===== src/rtl/wqe_read_wrr_scheduler.sv =====
// WQE-read scheduler: picks the next active QP for a WQE fetch using plain or
// weighted round-robin, presenting the grant on a valid/ready handshake.
module wqe_read_wrr_scheduler #(
   parameter int MAX_QP       = 32,
   parameter int QP_PTR_WIDTH = 5,
   parameter int WEIGHT_WIDTH = 4
) (
   input  logic                           clk,
   input  logic                           rst_n,
   input  logic                           i_mode,
   input  logic                           i_wqe_cache_alfull,
   input  logic [MAX_QP-1:0]              i_active,
   input  logic [MAX_QP*WEIGHT_WIDTH-1:0] i_weight,
   output logic                           o_sched_val,
   input  logic                           i_sched_rdy,
   output logic [QP_PTR_WIDTH-1:0]        o_qp_idx,
   output logic [MAX_QP-1:0]              o_qp_idx_one_hot
);

   typedef enum logic [1:0] {IDLE, ARB, HOLD} state_t;
   typedef logic [QP_PTR_WIDTH-1:0] qp_t;
   typedef logic [WEIGHT_WIDTH-1:0] weight_t;

   localparam qp_t     LAST_QP_RST = qp_t'(MAX_QP - 1);
   localparam weight_t W_ONE       = weight_t'(1);
   localparam weight_t BURST_MAX   = '1;

   state_t            state;
   qp_t               last_qp;
   weight_t           burst_cnt;
   logic              burst_inc;

   logic              hi_found, lo_found, last_active, burst_hold;
   qp_t               hi_idx, lo_idx, winner;
   weight_t           last_weight, eff_weight;
   logic [MAX_QP-1:0] winner_oh;

   // Round-robin scan split in two passes: QPs above last_qp win first, then
   // the wrap-around pass from 0 up to and including last_qp.
   always_comb begin
      // NOTE: every combinational output gets a default first so no path leaves it unassigned (no latch).
      hi_found    = 1'b0;
      lo_found    = 1'b0;
      hi_idx      = '0;
      lo_idx      = '0;
      last_active = 1'b0;
      last_weight = '0;
      for (int q = 0; q < MAX_QP; q++) begin
         if (qp_t'(q) == last_qp) begin
            last_active = i_active[q];
            last_weight = i_weight[q*WEIGHT_WIDTH +: WEIGHT_WIDTH];
         end
         if (i_active[q] && !hi_found && (qp_t'(q) > last_qp)) begin
            hi_found = 1'b1;
            hi_idx   = qp_t'(q);
         end
         if (i_active[q] && !lo_found && (qp_t'(q) <= last_qp)) begin
            lo_found = 1'b1;
            lo_idx   = qp_t'(q);
         end
      end
      eff_weight = (last_weight == '0) ? W_ONE : last_weight;
      burst_hold = i_mode && (burst_cnt != '0) && last_active && (burst_cnt < eff_weight);
      winner     = burst_hold ? last_qp : (hi_found ? hi_idx : lo_idx);
      winner_oh  = '0;
      for (int q = 0; q < MAX_QP; q++) begin
         winner_oh[q] = (qp_t'(q) == winner);
      end
   end

   always_ff @(posedge clk or negedge rst_n) begin
      if (!rst_n) begin
         state            <= IDLE;
         last_qp          <= LAST_QP_RST;
         burst_cnt        <= '0;
         burst_inc        <= 1'b0;
         o_sched_val      <= 1'b0;
         o_qp_idx         <= '0;
         o_qp_idx_one_hot <= '0;
      end else begin
         // NOTE: sequential state uses non-blocking assignments so every register samples pre-edge values.
         case (state)
            IDLE: begin
               if (!i_wqe_cache_alfull && |i_active) state <= ARB;
            end
            ARB: begin
               if (|i_active) begin
                  o_qp_idx         <= winner;
                  o_qp_idx_one_hot <= winner_oh;
                  o_sched_val      <= 1'b1;
                  burst_inc        <= i_mode && (winner == last_qp);
                  state            <= HOLD;
               end else begin
                  state <= IDLE;
               end
            end
            HOLD: begin
               // Pointer and burst state move only once the fetch engine takes the grant.
               if (i_sched_rdy) begin
                  o_sched_val <= 1'b0;
                  last_qp     <= o_qp_idx;
                  if (!burst_inc)                  burst_cnt <= W_ONE;
                  else if (burst_cnt != BURST_MAX) burst_cnt <= burst_cnt + W_ONE;
                  state <= IDLE;
               end
            end
            default: state <= IDLE;
         endcase
      end
   end

endmodule


===== config.mk =====
export PLATFORM = sky130hd
export DESIGN_NAME = wqe_read_wrr_scheduler
export DESIGN_NICKNAME = d
export VERILOG_FILES = /design/src/rtl/wqe_read_wrr_scheduler.sv
export SDC_FILE = /design/constraint.sdc
export NUM_CORES = 1
export LEC_CHECK = 0
export ABC_AREA = 1
export CELL_PAD_IN_SITES_DETAIL_PLACEMENT = 1
export CELL_PAD_IN_SITES_GLOBAL_PLACEMENT = 2
export CORE_AREA = 4 4 159 161
export CTS_BUF_LIST = sky130_fd_sc_hd__clkbuf_4 sky130_fd_sc_hd__clkbuf_8
export DETAILED_ROUTE_END_ITERATION = 8
export DIE_AREA = 0 0 163 165
export PLACE_DENSITY = 0.91
export REMOVE_ABC_BUFFERS = 1
export SLEW_MARGIN = 10
export SYNTH_ARGS = -nofsm -noshare
export SYNTH_HDL_FRONTEND = slang
export SYNTH_SLANG_ARGS = --single-unit

===== constraint.sdc =====
create_clock -name clk -period 8.3 [get_ports clk]
set_input_delay 1.245 -clock clk [delete_from_list [all_inputs] [get_ports clk]]
set_output_delay 1.245 -clock clk [all_outputs]
set_load 0.1 [all_outputs]

## Yosys cells after proc, flatten, opt, wreduce, memory -nomap -nowiden

Cells that the tools add are included.

| storage, ports and cells | value |
|---|---|
| bits in registers | 50 |
| bits in latches | 0 |
| RAM bits | 0 |
| ROM bits | 0 |
| bits of input ports | 165 |
| output and inout bits | 38 |
| word-level logic and storage cells | 550 |
| memories kept | 0 |

| cells by class | value |
|---|---|
| add/sub/neg operators | 1 |
| $mul | 0 |
| divide/modulo/power cells | 0 |
| $lt $le $gt $ge | 65 |
| equal/unequal tests | 70 |
| shifts and indexed selects | 0 |
| mux-type cells | 201 |
| bitwise logic cells | 0 |
| reduce and logical (&&, ||, !) cells | 206 |

Operator list:

| kind | count |
|---|---|
| $mux 5 | 62 |
| $eq 5x5->1 const A | 32 |
| $mux 4 | 35 |
| $logic_and 1x1->1 | 131 |
| $mux 1 | 99 |
| $eq 4x5->1 const A | 16 |
| $gt 5x5->1 const A | 16 |
| $le 5x5->1 const A | 16 |
| $logic_not 1->1 | 63 |
| $eq 3x5->1 const A | 8 |
| $gt 4x5->1 const A | 8 |
| $le 4x5->1 const A | 8 |
| $reduce_or 32->1 | 1 |
| $eq 2x5->1 const A | 4 |
| $gt 3x5->1 const A | 4 |
| $le 3x5->1 const A | 4 |
| $eq 1x5->1 const A | 2 |
| $gt 1x5->1 const A | 2 |
| $gt 2x5->1 const A | 2 |
| $le 1x5->1 const A | 2 |
| $le 2x5->1 const A | 2 |
| $logic_not 5->1 | 2 |
| $mux 2 | 3 |
| $ne 2x2->1 const B | 3 |
| 15 further kinds | 18 |

## Longest topological paths before layout

Gate-level depths: netlist (run 1).

| logic depth | value |
|---|---|
| depth after elaboration | 131 |
| gate-level depth with buffers | 38 |
| depth with buffers taken out | 35 |

## Least setup slack after synthesis (run 1)

No wires, ideal clock.

| timing | value |
|---|---|
| path type | input -> register |
| start point | input port i_weight[7] |
| end point | register o_qp_idx_one_hot[19] |
| library setup time | 0.068 ns |
| arrival | 4.208 ns |
| required time | 8.232 ns |
| path slack | 4.024 ns |
| stages on the path | 30 |
| path buffers | 1 |
| cells stage by stage | nand4_1 -> nand2_1 -> nor2_1 -> nand4_1 -> nand2_1 -> nand3_1 -> nand2_1 -> nand4_1 -> nand2_1 -> nand4_1 -> nand2_1 -> nand4_1 -> nor2_1 -> nand4_1 -> nand2_1 -> nand3_1 -> nand2_1 -> nand3_1 -> inv_1 -> ha_1 -> a2111oi_0 -> o21ai_0 -> a21oi_1 -> nand2_1 -> buf_2 -> nand2_1 -> o21ai_2 -> nor2_2 -> nand3_1 -> nand2_1 |

| on the way | value |
|---|---|
| longest elaborated chain between the ends | 37 |

RTL lines:

| element | line | text |
|---|---|---|
| start, declared | 13 | `input logic [MAX_QP*WEIGHT_WIDTH-1:0] i_weight,` |
| $mux 4 * (31 in series) | 49 | `if (qp_t'(q) == last_qp) begin` |
| $logic_not 4->1 | 62 | `eff_weight = (last_weight == '0) ? W_ONE : last_weight;` |
| $mux 4 * | 62 |  |
| $lt 4x4->1 * | 63 | `burst_hold = i_mode && (burst_cnt != '0) && last_active && (burst_cnt < eff_weight);` |
| $logic_and 1x1->1 * | 63 |  |
| $mux 5 * | 64 | `winner = burst_hold ? last_qp : (hi_found ? hi_idx : lo_idx);` |
| $eq 5x5->1 * | 67 | `winner_oh[q] = (qp_t'(q) == winner);` |
| end signal, assigned | 89 | `o_qp_idx_one_hot <= winner_oh;` |
| end, declared | 17 | `output logic [MAX_QP-1:0] o_qp_idx_one_hot` |

Mark *: on every way between the ends. The rest lies on a longest branch, timed or not.
A chain may end at the register's enable or synchronous reset.

## Worst setup path after layout (run 1)

| timing | value |
|---|---|
| start point | input port i_weight[3] |
| end point | register o_qp_idx_one_hot[6] |

| on the way | value |
|---|---|
| longest elaborated chain between the ends | 38 |

RTL lines:

| element | line |
|---|---|
| $mux 4 * (32 in series) | 49 |
| $logic_not 4->1 | 62 |
| $mux 4 * | 62 |
| $lt 4x4->1 * | 63 |
| $logic_and 1x1->1 * | 63 |
| $mux 5 * | 64 |
| $eq 3x5->1 * | 67 |

Marked as above.

==> run_results.csv, run 1 <==
group,metric,value,unit
status,status,"finished clean",
route,drtIter0Drc,422,
critical_path,crit_type,"in2reg",
yosys,synth_area,5888,um2
yosys,syn_inst,1003,
timing,setup_ws,2632,ps
power_and_ir_drop,p_int,0.001043,W
clocking,cts.clk_slew.worst_paths,90,ps
yosys,yosysSeqAreaShare,0.2136,
floorplanning,die_h,165,um
placement,port_buffers,202,
timing,period_needed,5668,ps
timing,final-setup-viol-count,0,
timing,slew_violations,0,
clocking,post_cts_buffers,0,
clocking,cts_tree,"done",
global_route,grt_pass1_vias,7564,
power_and_ir_drop,cellPowerDensity,346.7,nW/um2
cells_and_area,fillers,3164,
global_route,grtUsageTotal,0.2046,
clocking,clockBufferDepth,2,
route,ant_nets,0,
min_path,hold_path_class,"reg2reg",
cells_and_area,drive_gt1_frac,0.09015,
placement,place_area,8228,um2
placement,hpwlAfterDp,23.75,mm
critical_path,cpPeakStageDelay,560,ps
timing,fin_crit_sh,0.6829,
yosys,synth.avg_cell_area,5.871,um2
yosys,synth_cell_types,50,
route,num_vias,7367,
power_and_ir_drop,power_frac_comb,0.796,
power_and_ir_drop,swShare,0.6393,
timing,tns,0,ps
clocking,clock_tree.root_cell,"clkbuf_8",
timing,finalHoldViolCount,0,
timing,max_slew.worst_pin.slew,996.9,ps
critical_path,start_kind,"input pin",
global_route,grt_max_degree,51,
critical_path,cp.required,8550,ps
floorplanning,rows,57,
timing,rsz0062_at_grt,"no",
timing,clock_skew,5.554,ps
critical_path,crit_top_cell,"nand2_1",
power_and_ir_drop,p_sw,0.001849,W
route,totalWireLength,28.13,mm
power_and_ir_drop,power_frac_seq,0.144,
critical_path,worstSetupEndpointType,"register",
yosys,yosysWarnings,0,
cells_and_area,syn_to_final_growth,41.67,%
floorplanning,start_util,0.2457,
placement,dpl_worst_slack,2304,ps
clocking,cts_inserted_buffers,5,
clocking,cts_hold_buf,0,
power_and_ir_drop,leakagePower,3.808,nW
floorplanning,die_x,163,um
route,vias_per_cell,4.834,
route,dr.pass1.iters,4,
clocking,ctsResizeCount,0,
route,drc,0,
cells_and_area,final_nets,1367,
yosys,synthArstFlopShare,1.000,
power_and_ir_drop,power_frac_clock,0.060,
critical_path,cp_max_fo,27,
timing,holdWs,491.8,ps
cells_and_area,fin_util,0.3481,
global_route,antenna_found_initial,7,
timing,max_freq,0.1764,GHz
timing,slew_headroom,0.3333,
global_route,overflow,0,
route,wl_per_cell,18.45,um
yosys,synth-edff-count,0,
power_and_ir_drop,irDropWorstVdd,262.7,uV
floorplanning,ios,203,
cells_and_area,final_area,8342,um2
run,cap_violations,0,
clocking,clk_latency,310,ps
floorplanning,die-area,26900,um2
critical_path,critPathArrivalTime,5920,ps
clocking,cts.sinks,50,
global_route,grt_pass1_wl,43.06,mm
clocking,htree_levels,2,
yosys,ys_seq_elements,50,
critical_path,cp_slowest_cell,"nand2_1",
placement,place.gp.congestion,0.8854,
floorplanning,core_area,23960,um2
yosys,synth_top_flop_cell,"dfrtp_1",
critical path: cells and delay by family:
family / cells / cell delay, ps
AOI/OAI and AO/OA: 4 / 960
adders and majority gates: 1 / 230
and+or+nand+nor: 23 / 3000
buffers and inverters: 2 / 480
state kept, by name (all words and copies together) (netlist names):
name and count:
last_qp 5, state 2, o_qp_idx 5, o_sched_val 1
o_qp_idx_one_hot 32, burst_cnt 4, burst_inc 1
layout make-up:
cell class,instances,area (um2),share of cell area
antenna,2,5.005,0.0006000
clock buffer,5,68.82,0.008250
clock inverter,3,40.04,0.004800
inverter,164,615.6,0.07380
multi-input combinational,770,3902,0.4678
sequential,50,1257,0.1507
tap,324,405.4,0.04860
timing repair buffer,206,2047,0.2454
kinds of logic (layout without fill, tap and decap cells):
kind of cell | Yosys count | count (layout) | share of synthesized area
AOI/OAI and AO/OA | 104 | 104 | 0.1103
adders and majority gates | 5 | 5 | 0.01062
buffers and inverters | 183 | 378 | 0.1237
DFF | 50 | 50 | 0.2136
other | 0 | 2 | 0
and+or+nand+nor | 661 | 661 | 0.5419
cell usage after synthesis, types with 2 or more instances:
library cell,count,area share
nor2_1,140,0.089
nand4_1,29,0.031
o41ai_1,3,0.0045
buf_6,3,0.0057
o21ai_0,36,0.031
inv_2,11,0.0070
nand3_2,6,0.010
nand4_2,6,0.013
dfstp_2,5,0.022
o31ai_1,2,0.0025
dfrtp_1,45,0.19
nand4_4,4,0.014
buf_2,3,0.0025
nor4_1,14,0.015
a31oi_1,4,0.0042
nand3b_1,4,0.0051
nor3_4,4,0.011
a21oi_1,22,0.019
nor2_4,17,0.033
a221oi_1,3,0.0045
nand3_1,86,0.073
o21ai_2,5,0.0074
a211oi_1,4,0.0051
clkbuf_1,9,0.0057
buf_4,4,0.0051
a21boi_0,2,0.0025
ha_1,5,0.011
o211ai_1,6,0.0076
a2111oi_0,2,0.0030
nor3b_1,2,0.0025
inv_1,153,0.098
nor3_1,18,0.015
and3_1,2,0.0021
o21ai_1,6,0.0051
or2_2,13,0.014
nor2_2,13,0.014
nand2_1,293,0.19
nand2_2,7,0.0074
cells in the final DEF, fill, tap and decap left out, types with 3 or more instances in the layout:
cell / count
a21oi_1: 22
nand4_4: 4
dfstp_2: 5
o211ai_1: 6
nor2_4: 17
nand4_1: 29
nor3_1: 18
buf_4: 4
nor2_2: 13
or2_2: 13
o21ai_1: 6
nand2_2: 7
nand3_2: 6
o21ai_2: 5
inv_2: 11
nand4_2: 6
o21ai_0: 36
a211oi_1: 4
nor4_1: 14
a31oi_1: 4
nand3_1: 86
inv_1: 153
nand3b_1: 4
nand2_1: 293
o41ai_1: 3
a221oi_1: 3
clkdlybuf4s50_1: 201
ha_1: 5
clkbuf_8: 5
nor3_4: 4
nor2_1: 140
dfrtp_1: 45
power groups by stage:
| stage | logic [W] | registers, W | clock network, W |
|---|---|---|---|
| finish | 0.00230 | 0.000416 | 0.000173 |
| global route | 0.00253 | 0.000427 | 0.000189 |
| CTS | 0.00231 | 0.000415 | 0.000178 |
| detailed placement | 0.00230 | 0.000415 | 0 |
| global placement | 0.00226 | 0.000417 | 0 |
| floorplan | 0.00128 | 0.000701 | 0 |
path summary, 6_finish.rpt:
| check | startpoint | to | slack [ps] | cells after the start |
|---|---|---|---|---|
| hold reg to reg | o_sched_val | o_sched_val | 490 | 2 |
| hold / removal | o_sched_val | o_sched_val | 490 | 2 |
| setup reg to reg | last_qp[0] | o_qp_idx_one_hot[6] | 2650 | 30 |
| setup / recovery | i_weight[3] | o_qp_idx_one_hot[6] | 2630 | 30 |
| min in group asynchronous | rst_n | o_qp_idx_one_hot[28] | 1030 | 2 |
| max in group asynchronous | rst_n | o_qp_idx[3] | 6830 | 2 |
metal layers:
metal / global-route usage / part of all wire / vias to the layer above / wire length, um
met3: 0.02970 / 0.043 / 39 / 1219
met1: 0.2739 / 0.45 / 3528 / 12530
met4: 0.04499 / 0.021 / 10 / 582
li1: - / - / 3621 / -
met5: 0 / 0.0025 / - / 69
met2: 0.3506 / 0.49 / 169 / 13720
through the flow:
| step | cells | power (W) |
|---|---|---|
| 2_1_floorplan | 984 | 0.001978 |
| 3_3_place_gp | 1514 | 0.002679 |
| 3_5_place_dp | 1514 | 0.002715 |
| 4_1_cts | 1522 | 0.002900 |
| 5_1_grt | 1524 | 0.003150 |
| 6_report | 1524 | 0.002892 |
(Power assumes the default switching activity.)
==> run 2: changes to the inputs <==
--- a/config.mk
+++ b/config.mk
@@ -8,11 +8,11 @@
 export ABC_AREA = 1
 export CELL_PAD_IN_SITES_DETAIL_PLACEMENT = 1
 export CELL_PAD_IN_SITES_GLOBAL_PLACEMENT = 2
-export CORE_AREA = 4 4 159 161
+export CORE_AREA = 4 4 173 175
 export CTS_BUF_LIST = sky130_fd_sc_hd__clkbuf_4 sky130_fd_sc_hd__clkbuf_8
 export DETAILED_ROUTE_END_ITERATION = 8
-export DIE_AREA = 0 0 163 165
-export PLACE_DENSITY = 0.91
+export DIE_AREA = 0 0 177 179
+export PLACE_DENSITY = 0.82
 export REMOVE_ABC_BUFFERS = 1
 export SLEW_MARGIN = 10
 export SYNTH_ARGS = -nofsm -noshare
==> constraint.sdc (replaced) <==
create_clock -name clk -period 4.6 [get_ports clk]
set_input_delay 0.69 -clock clk [delete_from_list [all_inputs] [get_ports clk]]
set_output_delay 0.69 -clock clk [all_outputs]
set_load 0.1 [all_outputs]
==> run 2 against run 1 <==
Compared with the run above: die area is 18% higher; clock power is 76% higher; hold slack worse by 21 ps; via count is 5.8% higher; critical endpoint is now o_qp_idx_one_hot[17]; sequential power is 73% higher; power is 140% higher.
==> run_results.csv, run 2 (synthesis gave the netlist of run 1 again) <==
group,metric,value,unit
cells_and_area,final_nets,1468,
min_path,hold_path_class,"in2async",
cells_and_area,final_cells,1685,
clocking,cts.clk_slew.worst_paths,90,ps
critical_path,cp_slowest_cell,"dfstp_2",
global_route,overflow,0,
clocking,cts_tree,"done",
cells_and_area,syn_to_final_growth,68.30,%
timing,max_freq,0.2181,GHz
route,wl_per_cell,18.53,um
timing,clock_skew,3.807,ps
clocking,cts.sinks,50,
route,num_vias,7797,
floorplanning,rows,62,
critical_path,cp_max_fo,8,
cells_and_area,fin_util,0.3481,
clocking,cts_inserted_buffers,5,
clocking,clock_tree.root_cell,"clkbuf_8",
placement,place_area,8701,um2
critical_path,critPathArrivalTime,4790,ps
clocking,clk_latency,310,ps
cells_and_area,largestRegisters,"o_qp_idx_one_hot (32), last_qp (5), o_qp_idx (5)",
floorplanning,core_area,28470,um2
global_route,antenna_found_initial,6,
timing,max_slew.worst_pin.slew,1034,ps
global_route,grt_pass1_wl,45.53,mm
floorplanning,die_x,177,um
critical_path,worstSetupEndpointType,"register",
route,drc,0,
floorplanning,ios,203,
placement,dp.cells,1622,
power_and_ir_drop,irDropWorstVdd,556.7,uV
cells_and_area,drive_gt1_frac,0.2132,
critical_path,critPathBufInv,4,
critical_path,start_kind,"register",
floorplanning,die_h,179,um
timing,period_needed,4586,ps
power_and_ir_drop,leakagePower,4.479,nW
route,ant_nets,0,
placement,port_buffers,202,
timing,tns,0,ps
cells_and_area,final_area,9910,um2
route,drtIter0Drc,367,
timing,holdWs,471.0,ps
route,totalWireLength,31.23,mm
placement,place.gp.congestion,0.9168,
global_route,grt_max_degree,51,
status,status,"finished clean",
timing,slew_violations,0,
cells_and_area,largest_register_ffs,32,
critical_path,cp.required,4810,ps
floorplanning,start_util,0.2068,
cells_and_area,layout_commonest_cell,"nand2_1",
timing,finalHoldViolCount,0,
critical_path,cpPeakStageDelay,610,ps
global_route,grt_pass1_vias,7935,
run,cap_violations,0,
floorplanning,die-area,31680,um2
placement,hpwlAfterDp,25.38,mm
critical_path,crit_path_start,"last_qp[2]",
global_route,grtUsageTotal,0.1841,
route,vias_per_cell,4.627,
critical_path,worstReg2RegStart,"last_qp[2]",
clocking,clockBufferDepth,2,
timing,slew_headroom,0.3085,
cells_and_area,final_cell_mix,"279 x nand2_1, 199 x clkdlybuf4s50_1, 151 x inv_1",
timing,fin_crit_sh,0.9969,
cells_and_area,registers.top_by_ff_count,"o_qp_idx_one_hot",
critical_path,crit_type,"reg2reg",
clocking,htree_levels,2,
route,dr.pass1.iters,4,
power_and_ir_drop,cellPowerDensity,702.0,nW/um2
timing,final-setup-viol-count,0,
critical_path,path_delay_family,"simple AND/OR/NAND/NOR gates",
critical_path,crit_top_cell,"nor2_4",
timing,rsz0062_at_grt,"yes",
## run 2: cell count changes in the layout (fill, tap and decap cells not counted), sizes merged
cell / delta
bufinv: -1
clkbuf: +6
buf: +98
clkdlybuf4s50: -2
dlymetal6s2s: +2
clkinv: -2
## run 2: where the power goes
| group | switching, W | total (W) | internal [W] |
|---|---|---|---|
| clock network | 0.000153 | 0.000305 | 0.000152 |
| logic | 0.00379 | 0.00593 | 0.00214 |
| registers | 0.000141 | 0.000720 | 0.000579 |
| total | 0.00409 | 0.00696 | 0.00287 |
## run 2: per-stage QoR
step	setup WS (ps)	power, W
2_1_floorplan	236.6	0.003569
3_3_place_gp	-65.75	0.005160
3_5_place_dp	-392.4	0.005218
4_1_cts	0.2807	0.005703
5_1_grt	-301.3	0.007466
6_report	14.33	0.006956
## run 2: metal layers
metal | up-vias | wire length [um] | global-route usage
met5 | - | 75 | 0
met1 | 3731 | 13570 | 0.2372
met2 | 173 | 15320 | 0.3209
met4 | 10 | 738 | 0.03901
li1 | 3833 | - | -
met3 | 50 | 1525 | 0.03585
## run 2: final timing paths
path | cells past startpoint | slack [ps] | end
max in group asynchronous | 2 | 3670 | o_qp_idx_one_hot[21]
hold / removal | 2 | 470 | o_qp_idx_one_hot[26]
hold reg to reg | 1 | 480 | state[0]
setup reg to reg | 28 | 10 | o_qp_idx_one_hot[17]
setup / recovery | 28 | 10 | o_qp_idx_one_hot[17]
min in group clk | 1 | 480 | state[0]
## run 2: cell type report
cell class | count | area (um2)
inverter | 164 | 630.6
clock buffer | 8 | 110.1
sequential | 50 | 1257
fill | 3607 | 18560
timing repair buffer | 307 | 2972
multi-input combinational | 770 | 4454
antenna | 2 | 5.005
tap | 384 | 480.5
## run 2: what timing repair did
item                       4_1_cts  5_1_grt
cloned                           0        3
hold buffers                     0        0
setup endpoints to repair       37       38
resized for setup               14      121
setup buffers                    3       47
pin swaps                        1       49
==> edit (config.mk and constraints of run 1) <==
Reset style: synchronous (`rst_n`), changed in one clocked block.
--- a/src/rtl/wqe_read_wrr_scheduler.sv
+++ b/src/rtl/wqe_read_wrr_scheduler.sv
@@ -69,5 +69,5 @@
    end
 
-   always_ff @(posedge clk or negedge rst_n) begin
+   always_ff @(posedge clk) begin
       if (!rst_n) begin
          state            <= IDLE;
Function: differs if rst_n is asserted again (counterexample within 4 cycles, from zero or initial values and one cycle with rst_n low); with rst_n held inactive, the same outputs for 4 cycles.
==> edit against run 1 <==
- worst setup slack gained 0.35 ns
- area after synthesis down 5.4%
- non-clock buffer count grew 1
- cell count shrank 0.72%
- wire length decreased by 13%
- sequential cell count did not move
- sequential share of layout area down 2.6 points
- count of clock-buffer cells in the layout stayed put
- utilization is 1.3 points lower
- synthesized cell count fell by 0.60%
- largest cell class unchanged
- cell area down 3.8%
- die area unchanged
Power is left out: it rests on default switching activity, and per cell area and clock period it moved more than threefold.
==> edit: results (changes against run 1) <==
Placement
The post-detailed-placement half-perimeter wirelength is 20.6 mm (-13%). The worst setup slack before clock tree synthesis is 2.76 ns (+0.455 ns). The placed instance area is 7910 sq um (-3.9%). The final weighted congestion in routability-driven placement is 0.862 (-2.6%). The number of buffer cells added on primary ports was 202 (unchanged).

Logic synthesis
The number of different library cells in the post-synthesis netlist is 49 (-2.0%). Yosys attributes the largest share of cell area to sky130_fd_sc_hd__nand2_1 (18%), sky130_fd_sc_hd__dfxtp_1 (18%), sky130_fd_sc_hd__inv_1 (9.8%). The share of async-settable or async-resettable flops after synthesis is 0% (-100 points). By count the netlist is led by sky130_fd_sc_hd__nand2_1 (272), sky130_fd_sc_hd__inv_1 (145), sky130_fd_sc_hd__nor2_1 (121), sky130_fd_sc_hd__nand3_1 (81), sky130_fd_sc_hd__a21oi_1 (67).

The share of synthesized area occupied by flip-flops and latches is 18.0% (-3.4 points). The count of warnings emitted by yosys is 0 (unchanged). The number of cells produced by synthesis is 997 (-0.60%).

The dominant synthesized flop cell is sky130_fd_sc_hd__dfxtp_1.

Global route
The via count of the first global-routing pass came to 7292 (-3.6%). The wire length of the first global-routing pass is 38.2 mm (-11%). The pin count of the biggest net entering global routing is 38 (-25%). The number of antenna violations at the first check in global routing is 0 (-7).

The total routing usage reported by global routing is 17.5% (-2.9 points).

Timing
The worst-case clock skew is 0.00954 ns (+0.00398 ns). The slew at the pin closest to its max-slew limit is 1.05 ns (+0.0551 ns).

Clocking
The buffer count from post-CTS setup fixing was 0 (unchanged). The number of buffers added by the clock tree synthesis step came to 5 (unchanged). In this run the clock root is driven by a sky130_fd_sc_hd__clkbuf_8.

After clock tree synthesis, the clock-pin slew on the worst setup and hold paths is 0.10 ns. The number of levels the H-tree was split into is 2 (unchanged). The clock network latency to the later pin of the worst-skew pair came to 0.31 ns (about the same). The number of buffers on the longest clock path came to 2 (unchanged). The count of cells resized by post-cts repair is 0 (unchanged).

Critical path
The arrival time of data at the critical path endpoint was 5.57 ns (-0.35 ns). The delay contributed by the slowest stage of the critical path is 0.68 ns (+0.12 ns). The maximum fanout count along the critical path is 27 (unchanged). The cell with the largest stage delay on the worst path is sky130_fd_sc_hd__dfxtp_1.

The family of cells with the greatest summed delay on the critical path is simple AND/OR/NAND/NOR gates. The length in cells of the worst reg-to-reg path came to 27 (-10%).

Final layout
The fraction of layout instances using a drive strength above 1 came to 7.82% (-1.2 points). The count of nets after finishing is 1358 (-0.66%). The antenna diode instance count is 0 (-2). The largest registers in the layout are o_qp_idx_one_hot x32, last_qp x5, o_qp_idx x5.

The count of placed standard cells in the final layout, fillers left out is 1513 (-0.72%).

Route
The number of DRC markers in iteration 0 is 412 (-2.4%). The number of iterations in the first detailed-routing pass came to 5 (+1). The total number of vias is 7229 (-1.9%).

The detailed-route wire length is 24.6 mm (-13%).

Min path
The number of stages on the worst hold path is 2 (unchanged). The worst hold path belongs to the class flop to flop.

Status
The run finished with clean final reports.
[edit: cell count changes after synthesis, sizes merged, moves of 8 or more]
cell / change
o21ai: -18
nand2: -20
dfxtp: +50
a21oi: +45
dfrtp: -45
nand4: +8
nand3: -9
inv: -9
nor2: -19
[edit: final timing paths]
check                                          from              endpoint  slack (ns)
worst max-delay path                     last_qp[4]  o_qp_idx_one_hot[24]        2.98
worst min register to register  o_qp_idx_one_hot[7]   o_qp_idx_one_hot[7]        0.47
worst max register to register           last_qp[4]  o_qp_idx_one_hot[24]        2.98
worst min-delay path            o_qp_idx_one_hot[7]   o_qp_idx_one_hot[7]        0.47
[edit: layout make-up]
| cell class | instances | area, sq um |
|---|---|---|
| clock buffer | 5 | 68.8 |
| clock inverter | 3 | 43.8 |
| fill | 3209 | 15900 |
| inverter | 156 | 588 |
| multi-input combinational | 768 | 3850 |
| sequential | 50 | 1000 |
| tap | 324 | 405 |
| timing repair buffer | 207 | 2060 |
[edit: logic make-up (layout without fill, tap and decap cells)]
| logic type | count (synthesis) | in the layout | share of synthesized area [%] |
|---|---|---|---|
| adder cells (fa/ha/maj) | 5 | 5 | 1.12 |
| flip-flops | 50 | 50 | 18.0 |
| buffers and inverters | 179 | 371 | 12.8 |
| AO/OA/AOI/OAI | 136 | 136 | 14.5 |
| AND/OR/NAND/NOR | 627 | 627 | 53.6 |
[edit: per-layer routing]
metal | wire [microns] | part of all wire (%) | track usage [%]
met4 | 381 | 1.6 | 3.28
met3 | 1170 | 4.8 | 2.27
met5 | 0 | 0 | 0
met2 | 11700 | 47 | 30.8
met1 | 11400 | 46 | 23.2
